`src/rtl/wb_master_pkg.sv`:
```
// Shared types for the fabric-side Wishbone initiator: FSM state encoding,
// default bus widths and the command record.
package wb_master_pkg;

  localparam int unsigned ADR_W_DEF = 17;
  localparam int unsigned DAT_W_DEF = 32;

  typedef enum logic [1:0] {
    ST_IDLE = 2'd0,
    ST_BUS  = 2'd1,
    ST_RESP = 2'd2
  } wb_state_e;

  typedef struct packed {
    logic                   we;
    logic [ADR_W_DEF-1:0]   adr;
    logic [DAT_W_DEF/8-1:0] be;
    logic [DAT_W_DEF-1:0]   dat;
  } wb_cmd_t;

endpackage

```
`src/rtl/wb_timeout_cnt.sv`:
```
// 16-bit bus-cycle counter with synchronous clear/enable; expired_o flags the
// enabled cycle in which the count sits at LIMIT-1.
module wb_timeout_cnt #(
  parameter int unsigned LIMIT = 255
) (
  input  logic clk,
  input  logic rst_n,
  input  logic clr,
  input  logic en,
  output logic expired_o
);

  logic [15:0] cnt_q;

  always_ff @(posedge clk or negedge rst_n) begin
    if (!rst_n) begin
      cnt_q <= '0;
    end else if (clr) begin
      cnt_q <= '0;
    end else if (en) begin
      cnt_q <= cnt_q + 16'd1;
    end
  end

  assign expired_o = en && (cnt_q == 16'(LIMIT - 1));

endmodule

```
`src/rtl/wb_master_seq.sv`:
```
// Single-transaction Wishbone initiator: takes one command on a valid/ready
// port, runs one bus cycle with timeout, and returns read data / error.
module wb_master_seq
  import wb_master_pkg::*;
#(
  parameter int unsigned ADR_W       = ADR_W_DEF,
  parameter int unsigned DAT_W       = DAT_W_DEF,
  parameter int unsigned TIMEOUT_CYC = 255,
  parameter bit          RSP_ON_WR   = 1'b1
) (
  input  logic               WB_CLK,
  input  logic               WB_RSTn,
  input  logic               cmd_valid_i,
  output logic               cmd_ready_o,
  input  logic               cmd_we_i,
  input  logic [ADR_W-1:0]   cmd_adr_i,
  input  logic [DAT_W/8-1:0] cmd_be_i,
  input  logic [DAT_W-1:0]   cmd_dat_i,
  output logic               rsp_valid_o,
  input  logic               rsp_ready_i,
  output logic [DAT_W-1:0]   rsp_dat_o,
  output logic               rsp_err_o,
  output logic               err_sticky_o,
  input  logic               err_clr_i,
  output logic               busy_o,
  output logic [ADR_W-1:0]   WBs_ADR,
  output logic               WBs_CYC,
  output logic               WBs_STB,
  output logic               WBs_WE,
  output logic               WBs_RD,
  output logic [DAT_W/8-1:0] WBs_BYTE_STB,
  output logic [DAT_W-1:0]   WBs_WR_DAT,
  input  logic [DAT_W-1:0]   WBs_RD_DAT,
  input  logic               WBs_ACK
);

  localparam int unsigned BE_W = DAT_W / 8;

  typedef struct packed {
    logic              we;
    logic [ADR_W-1:0]  adr;
    logic [BE_W-1:0]   be;
    logic [DAT_W-1:0]  dat;
  } cmd_t;

  wb_state_e        state_q, state_d;
  cmd_t             cmd_q, cmd_d;
  logic             cyc_q, cyc_d;
  logic             rd_q;
  logic [DAT_W-1:0] rsp_dat_q, rsp_dat_d;
  logic             rsp_err_q, rsp_err_d;
  logic             sticky_q, sticky_set;
  logic             accept, cnt_en, expired, posted_wr;

  assign accept    = (state_q == ST_IDLE) && cmd_valid_i;
  assign cnt_en    = (state_q == ST_BUS) && !WBs_ACK;
  assign posted_wr = cmd_q.we && !RSP_ON_WR;

  wb_timeout_cnt #(.LIMIT(TIMEOUT_CYC)) u_tmo (
    .clk       (WB_CLK),
    .rst_n     (WB_RSTn),
    .clr       (accept),
    .en        (cnt_en),
    .expired_o (expired)
  );

  always_comb begin
    state_d    = state_q;
    cmd_d      = cmd_q;
    cyc_d      = cyc_q;
    rsp_dat_d  = rsp_dat_q;
    rsp_err_d  = rsp_err_q;
    sticky_set = 1'b0;
    unique case (state_q)
      ST_IDLE: begin
        if (cmd_valid_i) begin
          cmd_d.we  = cmd_we_i;
          cmd_d.adr = cmd_adr_i;
          cmd_d.be  = cmd_be_i;
          cmd_d.dat = cmd_dat_i;
          cyc_d     = 1'b1;
          state_d   = ST_BUS;
        end
      end
      ST_BUS: begin
        // ACK is tested before expiry so a same-edge ACK completes cleanly.
        if (WBs_ACK) begin
          cyc_d     = 1'b0;
          rsp_err_d = 1'b0;
          rsp_dat_d = cmd_q.we ? '0 : WBs_RD_DAT;
          state_d   = posted_wr ? ST_IDLE : ST_RESP;
        end else if (expired) begin
          cyc_d      = 1'b0;
          rsp_err_d  = 1'b1;
          rsp_dat_d  = '0;
          sticky_set = posted_wr;
          state_d    = posted_wr ? ST_IDLE : ST_RESP;
        end
      end
      ST_RESP: begin
        if (rsp_ready_i) state_d = ST_IDLE;
      end
      default: state_d = ST_IDLE;
    endcase
  end

  always_ff @(posedge WB_CLK or negedge WB_RSTn) begin
    if (!WB_RSTn) begin
      state_q   <= ST_IDLE;
      cmd_q     <= '0;
      cyc_q     <= 1'b0;
      rd_q      <= 1'b0;
      rsp_dat_q <= '0;
      rsp_err_q <= 1'b0;
      sticky_q  <= 1'b0;
    end else begin
      state_q   <= state_d;
      cmd_q     <= cmd_d;
      cyc_q     <= cyc_d;
      rd_q      <= cyc_d & ~cmd_d.we;
      rsp_dat_q <= rsp_dat_d;
      rsp_err_q <= rsp_err_d;
      if (sticky_set)     sticky_q <= 1'b1;
      else if (err_clr_i) sticky_q <= 1'b0;
    end
  end

  assign cmd_ready_o  = (state_q == ST_IDLE) && WB_RSTn;
  assign busy_o       = (state_q != ST_IDLE);
  assign rsp_valid_o  = (state_q == ST_RESP);
  assign rsp_dat_o    = rsp_dat_q;
  assign rsp_err_o    = rsp_err_q;
  assign err_sticky_o = sticky_q;

  assign WBs_ADR      = cmd_q.adr;
  assign WBs_CYC      = cyc_q;
  assign WBs_STB      = cyc_q;
  assign WBs_WE       = cmd_q.we;
  assign WBs_RD       = rd_q;
  assign WBs_BYTE_STB = cmd_q.be;
  assign WBs_WR_DAT   = cmd_q.dat;

endmodule

```
`config.mk`:
```
export PLATFORM = sky130hd
export DESIGN_NAME = wb_master_seq
export DESIGN_NICKNAME = d
export VERILOG_FILES = /design/src/rtl/wb_master_pkg.sv /design/src/rtl/wb_timeout_cnt.sv /design/src/rtl/wb_master_seq.sv
export SDC_FILE = /design/constraint.sdc
export NUM_CORES = 1
export LEC_CHECK = 0
export CAP_MARGIN = 20
export CORE_ASPECT_RATIO = 1.4
export CORE_UTILIZATION = 45
export CTS_BUF_LIST = sky130_fd_sc_hd__clkbuf_2
export DETAILED_ROUTE_END_ITERATION = 12
export GPL_TIMING_DRIVEN = 0
export PLACE_DENSITY = 0.84
export SLEW_MARGIN = 20
export SYNTH_ARGS = -nofsm -noshare
export SYNTH_HDL_FRONTEND = slang
export SYNTH_SLANG_ARGS = --single-unit
```
`constraint.sdc`:
```
create_clock -name WB_CLK -period 2.45 [get_ports WB_CLK]
set_input_delay 0.49 -clock WB_CLK [delete_from_list [all_inputs] [get_ports WB_CLK]]
set_output_delay 0.49 -clock WB_CLK [all_outputs]
set_load 0.005 [all_outputs]
```
* After elaboration in Yosys (flattened, before gate mapping)
Cells that the tools add are included.
W data, S select, Z words.
** Storage, ports and cells
- Register bits after elaboration :: 107
- Input port bits :: 92
- Output and inout bits :: 94
** Cells by class
- Add/subtract/negate cells :: 1
- Eq/ne operators :: 6
- Multiplexer cells :: 18
- Bitwise operators :: 2
- Reductions and logical operators :: 12
** Operators by type and width (number)
- $mux W54 :: 2
- $mux W32 :: 3
- $mux W16 :: 2
- $add A16 B1 Y16 const B :: 1
- $eq A16 B8 Y1 const B :: 1
- $mux W2 :: 4
- $pmux W2 S3 :: 1
- $reduce_bool A2 Y1 :: 3
- $mux W1 :: 5
- $logic_and A1 B1 Y1 :: 4
- $reduce_and A2 Y1 :: 2
- $ne A3 B3 Y1 const B :: 1
- $reduce_and A3 Y1 :: 1
- $eq A2 B1 Y1 const B :: 1
- $eq A2 B2 Y1 const B :: 1
- $logic_not A2 Y1 :: 1
- $ne A2 B1 Y1 const B :: 1
- $ne A2 B2 Y1 const B :: 1
- $pmux W1 S2 :: 1
- $and A1 B1 Y1 :: 1
- $logic_not A1 Y1 :: 1
- $not A1 Y1 :: 1

* Logic depth before layout (Yosys ltp)
- Depth after elaboration :: 7
- Mapped depth :: 7
- Gate-level depth less buffers :: 6

* Modules after synthesis
From an unflattened synthesis, not the netlist that was laid out.
** Unflattened totals
- Cells, all modules :: 374
- Area, all modules :: 4435.5 µm²
** By module, submodules not included
- wb_master_seq :: instances 1, cells an instance 284, area an instance 3570.9 µm²
- wb_timeout_cnt :: instances 1, cells an instance 90, area an instance 864.6 µm²

* Worst setup path before layout
OpenSTA, ideal clock, no wires.
- Path type :: reg2reg
- Start point :: register u_tmo.cnt_q[0]
- End point :: register rsp_dat_q[23], in the netlist rsp_dat_o[23]
- Setup time :: 0.118 ns
- Arrival :: 1.777 ns
- Data required time :: 2.332 ns
- Slack :: 0.555 ns
- Stages on the path, launching flop included :: 8
- Path buffers :: 1
- Cells stage by stage :: dfrtp_1 inv_1 ha_1 or4b_4 nor4_4 nor2_2 buf_6 a21o_1
** Between the ends
- Word-level cells in the longest chain between the ends :: 4
** RTL lines
- start, declared :: RTL line wb_timeout_cnt.sv:13 : logic [15:0] cnt_q;
- start signal, assigned :: RTL line wb_timeout_cnt.sv:21 : cnt_q <= cnt_q + 16'd1;
- $eq A16 B8 Y1 :: RTL line wb_timeout_cnt.sv:25 : assign expired_o = en && (cnt_q == 16'(LIMIT - 1));
- $logic_and A1 B1 Y1 :: RTL line wb_timeout_cnt.sv:25
- $reduce_bool A2 Y1 (no line)
- $reduce_and A2 Y1 (no line)
- end signal, assigned :: RTL line wb_master_seq.sv:121 : rsp_dat_q <= rsp_dat_d;
- end, declared :: RTL line wb_master_seq.sv:50 : logic [DAT_W-1:0] rsp_dat_q, rsp_dat_d;
Every way passes these cells.
A chain may end at the register's enable or synchronous reset.

* Worst setup path in the final report
- Start point :: register state_q[1]
- End point :: output port cmd_ready_o
** Between the ends
- Word-level cells in the longest chain between the ends :: 2
** RTL lines
- start, declared :: RTL line wb_master_seq.sv:46 : wb_state_e state_q, state_d;
- start signal, assigned :: RTL line wb_master_seq.sv:117 : state_q <= state_d;
- $logic_not A2 Y1 :: RTL line wb_master_seq.sv:128 : assign cmd_ready_o = (state_q == ST_IDLE) && WB_RSTn;
- $logic_and A1 B1 Y1 :: RTL line wb_master_seq.sv:128
- end, declared :: RTL line wb_master_seq.sv:14 : output logic cmd_ready_o,
Every way passes these cells.

==> metrics.md <==
| Metric | Value |
|---|---|
| Synth Warn # | `0` |
| Status | `finished with violations` |
| Largest net degree at the start of global routing | `85` |
| Drt pass-1 iters | `6` |
| DPL Wire Length | `9290 um` |
| CTS tree | `yes` |
| Mapped Cells | `456` |
| Starting Density | `46.46%` |
| Vias in the first global route | `4069` |
| Area grow syn2layout | `47.48%` |
| Layout cells sized above 1 | `7.273%` |
| Failing checks | `hold timing` |
| Worst-margin pin slew | `0.5751 ns` |
| Critical Path Source Type | `register` |
| Seq pwr share | `40.2%` |
| Remaining global-route overflow | `0` |
| Maxcap violations | `0` |
| Vias | `4169` |
| Critical path's largest stage delay | `0.52 ns` |
| Synth unique cells | `52` |
| CP Capture Type | `output pin` |
| First-pass GRT wire length | `19340 um` |
| CP max-delay cell | `dfrtp_2` |
| Crit share post-route | `95.10%` |
| FILL cells | `761` |
| Per-cell routed wire length | `15.69 um` |
| Die Span Y | `121.9 um` |
| Clock buffer count from CTS | `9` |
| Critical Path, Cell by Cell | `nor2_4 > and2_1 > clkdlybuf4s50_1` |
| TritonCTS sink count | `107` |
| R2r worst-path depth | `7` |
| Antenna Nets Post-Route | `0` |
| Final setup fails | `0` |
| Crit path DAT | `1.84 ns` |
| Starting DRT DRC Count | `301` |
| Final GP Congestion | `0.8617` |
| PnR Total Power | `7.443 mW` |
| Net Sw Frac | `33.99%` |
| Core area | `0.009953 mm^2` |
| P_leak | `3.137 nW` |
| Total die area | `0.01069 mm^2` |
| CP max FO | `6` |
| Yosys reg bits | `107` |
| Mapped cell area | `0.004624 mm^2` |
| Final WL | `12490 um` |
| CTS clk-pin slew, worst paths | `0.28 ns` |
| Average cell area after synthesis | `10.14 um^2` |
| Max_slew headroom | `60.67%` |
| Crit path depth | `3` |
| Max Root-Sink Buffers | `2` |
| I/O Buffers | `183` |
| Top Family by Delay on Critical Path | `flip-flops` |
| Worst hold path type | `primary input to async pin` |
| Final net count | `750` |
| RSZ-0062 raised after global routing | `no` |
| Remaining DRCs | `0` |
| Pwr/cell area | `1091 mW/mm^2` |
| Fin util | `68.52%` |
| Initial antenna violation count | `1` |
| Total number of placement rows | `43` |
| Seq/Total Area, Yosys | `57.90%` |
| Sw Pwr | `2.530 mW` |
| Layout Skew | `0.04088 ns` |
| Worst vdd ir | `0.0006004 V` |
| Number of hold violations in the final report | `83` |
| Slew Viols, Final | `0` |
| Most frequent cells in the layout | `182 x clkdlybuf4s50_1, 171 x nand2_1, 105 x dfrtp_1, 32 x a22o_1, 29 x a21o_1` |
| Commonest non-fill, non-tap cell in the layout | `clkdlybuf4s50_1` |
| Boundary pin count | `186` |
| H-tree Lvls | `3` |
| GR Util All Layers | `23.74%` |
| Critical path type | `register to output pin` |
| CP Data Required Time | `1.96 ns` |
| Hold WS | `-0.1640 ns` |
| Combinational Power Share | `49.1%` |
| Via density | `5.237` |
| Synth Net Count | `550` |
| Die extent in x | `87.68 um` |
| Buf/Inv on CP | `1` |
| Root buffer cell | `clkbuf_2` |
| Worst-Skew Late Latency | `0.58 ns` |
| Peak Freq | `0.4292 GHz` |
| Clk pwr share | `10.7%` |
| Internal | `4.914 mW` |
| Minimum clock period | `2.330 ns` |
Yosys cell counts (all sizes together):
master   number  share of area [%]
xor2          1               0.19
and4          1               0.19
and2          4               0.57
buf          13                1.8
a21oi         8               0.87
nand2b        4               0.70
a21o         33                5.5
nor3b         3               0.60
and3          1               0.14
a211oi        1               0.16
inv           5               0.41
or3           4               0.65
o22a          2               0.41
dfrtp       107                 58
nor2         10               0.87
o2bb2ai       1               0.32
nor3          1               0.11
clkbuf       13                1.1
a2111oi       2               0.51
a22o         32                6.1
nand3         2               0.32
or4           3               0.49
o211ai        1               0.16
a211o         1               0.19
or2           1               0.14
nand4bb       1               0.24
or4bb         1               0.24
ha            2               0.54
nand2       171                 14
o31ai         2               0.32
nor2b         2               0.27
nor4          1               0.46
o21ai         6               0.65
conb          1              0.081
nand4b        1               0.19
xnor2         6                1.1
nand4         6                1.1
or4b          1               0.30
a2111o        1               0.24
stage by stage:
| step | worst slack (ns) | instances | cell area [um^2] | hold slack (ns) | setup TNS (ns) |
|---|---|---|---|---|---|
| final | 0.1200 | 796 | 6820 | -0.1640 | 0 |
| after global routing | 0.01732 | 796 | 6820 | -0.1389 | 0 |
| after CTS | 0.005300 | 791 | 6771 | -0.1726 | 0 |
| after detailed placement | -0.07036 | 775 | 6654 | 0.3651 | -0.1696 |
| after global placement | -3.351 | 774 | 6625 | 0.4579 | -326.89 |
| after floorplan | 0.5549 | 456 | 4624 | 0.1944 | 0 |
area by class of cell:
class	count	area, um^2	share of cell area, %
buffer	26	133.9	1.963
sequential	107	2680	39.30
inverter	5	18.77	0.2752
antenna	1	2.502	0.03669
tap	135	168.9	2.477
timing repair buffer	189	1911	28.01
clock buffer	10	50.05	0.7338
multi-input combinational	318	1802	26.42
clock inverter	5	53.80	0.7888
repair_timing:
action,CTS,global route
setup buffers,0,2
pin swaps,0,1
gates resized for setup,2,2
endpoints found under the hold margin,24,107
endpoints found under the setup margin,1,2
hold buffers,1,2
sequential cells by signal, summed over array words and instances, names as in the netlist:
| signal | cells |
|---|---|
| WBs_WR_DAT | 32 |
| rsp_dat_o | 32 |
| WBs_ADR | 17 |
| u_tmo.cnt_q | 16 |
| WBs_BYTE_STB | 4 |
| state_q | 2 |
| WBs_CYC | 1 |
| WBs_RD | 1 |
| WBs_WE | 1 |
| rsp_err_o | 1 |
routing by layer:
metal | global-route usage, % | vias to the layer above | wire [um]
met3 | 4.946 | 37 | 656
met4 | 12.09 | 0 | 483
met1 | 27.05 | 2027 | 4634
met5 | 0 | - | 0
li1 | - | 1935 | -
met2 | 41.55 | 170 | 6717
logic make-up (layout without fill, tap and decap cells):
group / count (synthesis) / in the layout / synth area share, %
AOI/OAI and AO/OA: 90 / 90 / 15.37
xor gates and xnor gates: 7 / 7 / 1.326
adders and majority gates: 2 / 2 / 0.5410
buffers and inverters: 31 / 235 / 3.301
DFF: 107 / 107 / 57.90
other: 1 / 2 / 0.08109
and+or+nand+nor: 218 / 218 / 21.48
final timing paths:
| check | from | to | slack, ns |
|---|---|---|---|
| min | WB_RSTn | WBs_WR_DAT[0]$_DFFE_PN0P_ | -0.16 |
| max | state_q[1]$_DFFE_PN0P_ | cmd_ready_o | 0.12 |
| max reg2reg | u_tmo.cnt_q[0]$_DFFE_PN0P_ | rsp_dat_o[28]$_DFFE_PN0P_ | 0.24 |
| min reg2reg | WBs_ADR[8]$_DFFE_PN0P_ | WBs_ADR[8]$_DFFE_PN0P_ | 0.51 |
| max in group asynchronous | WB_RSTn | WBs_ADR[3]$_DFFE_PN0P_ | 1.84 |
| min in group WB_CLK | cmd_dat_i[5] | WBs_WR_DAT[5]$_DFFE_PN0P_ | 0.39 |
power groups by stage:
stage / Sequential, mW / Clock, mW / Combinational [mW]
after detailed placement: 3.02 / 0 / 3.64
after global routing: 3.08 / 0.867 / 3.99
after CTS: 2.98 / 0.818 / 3.66
after floorplan: 3.02 / 0 / 1.51
final: 2.99 / 0.797 / 3.65
after global placement: 2.98 / 0 / 3.51
(Power assumes the default switching activity.)
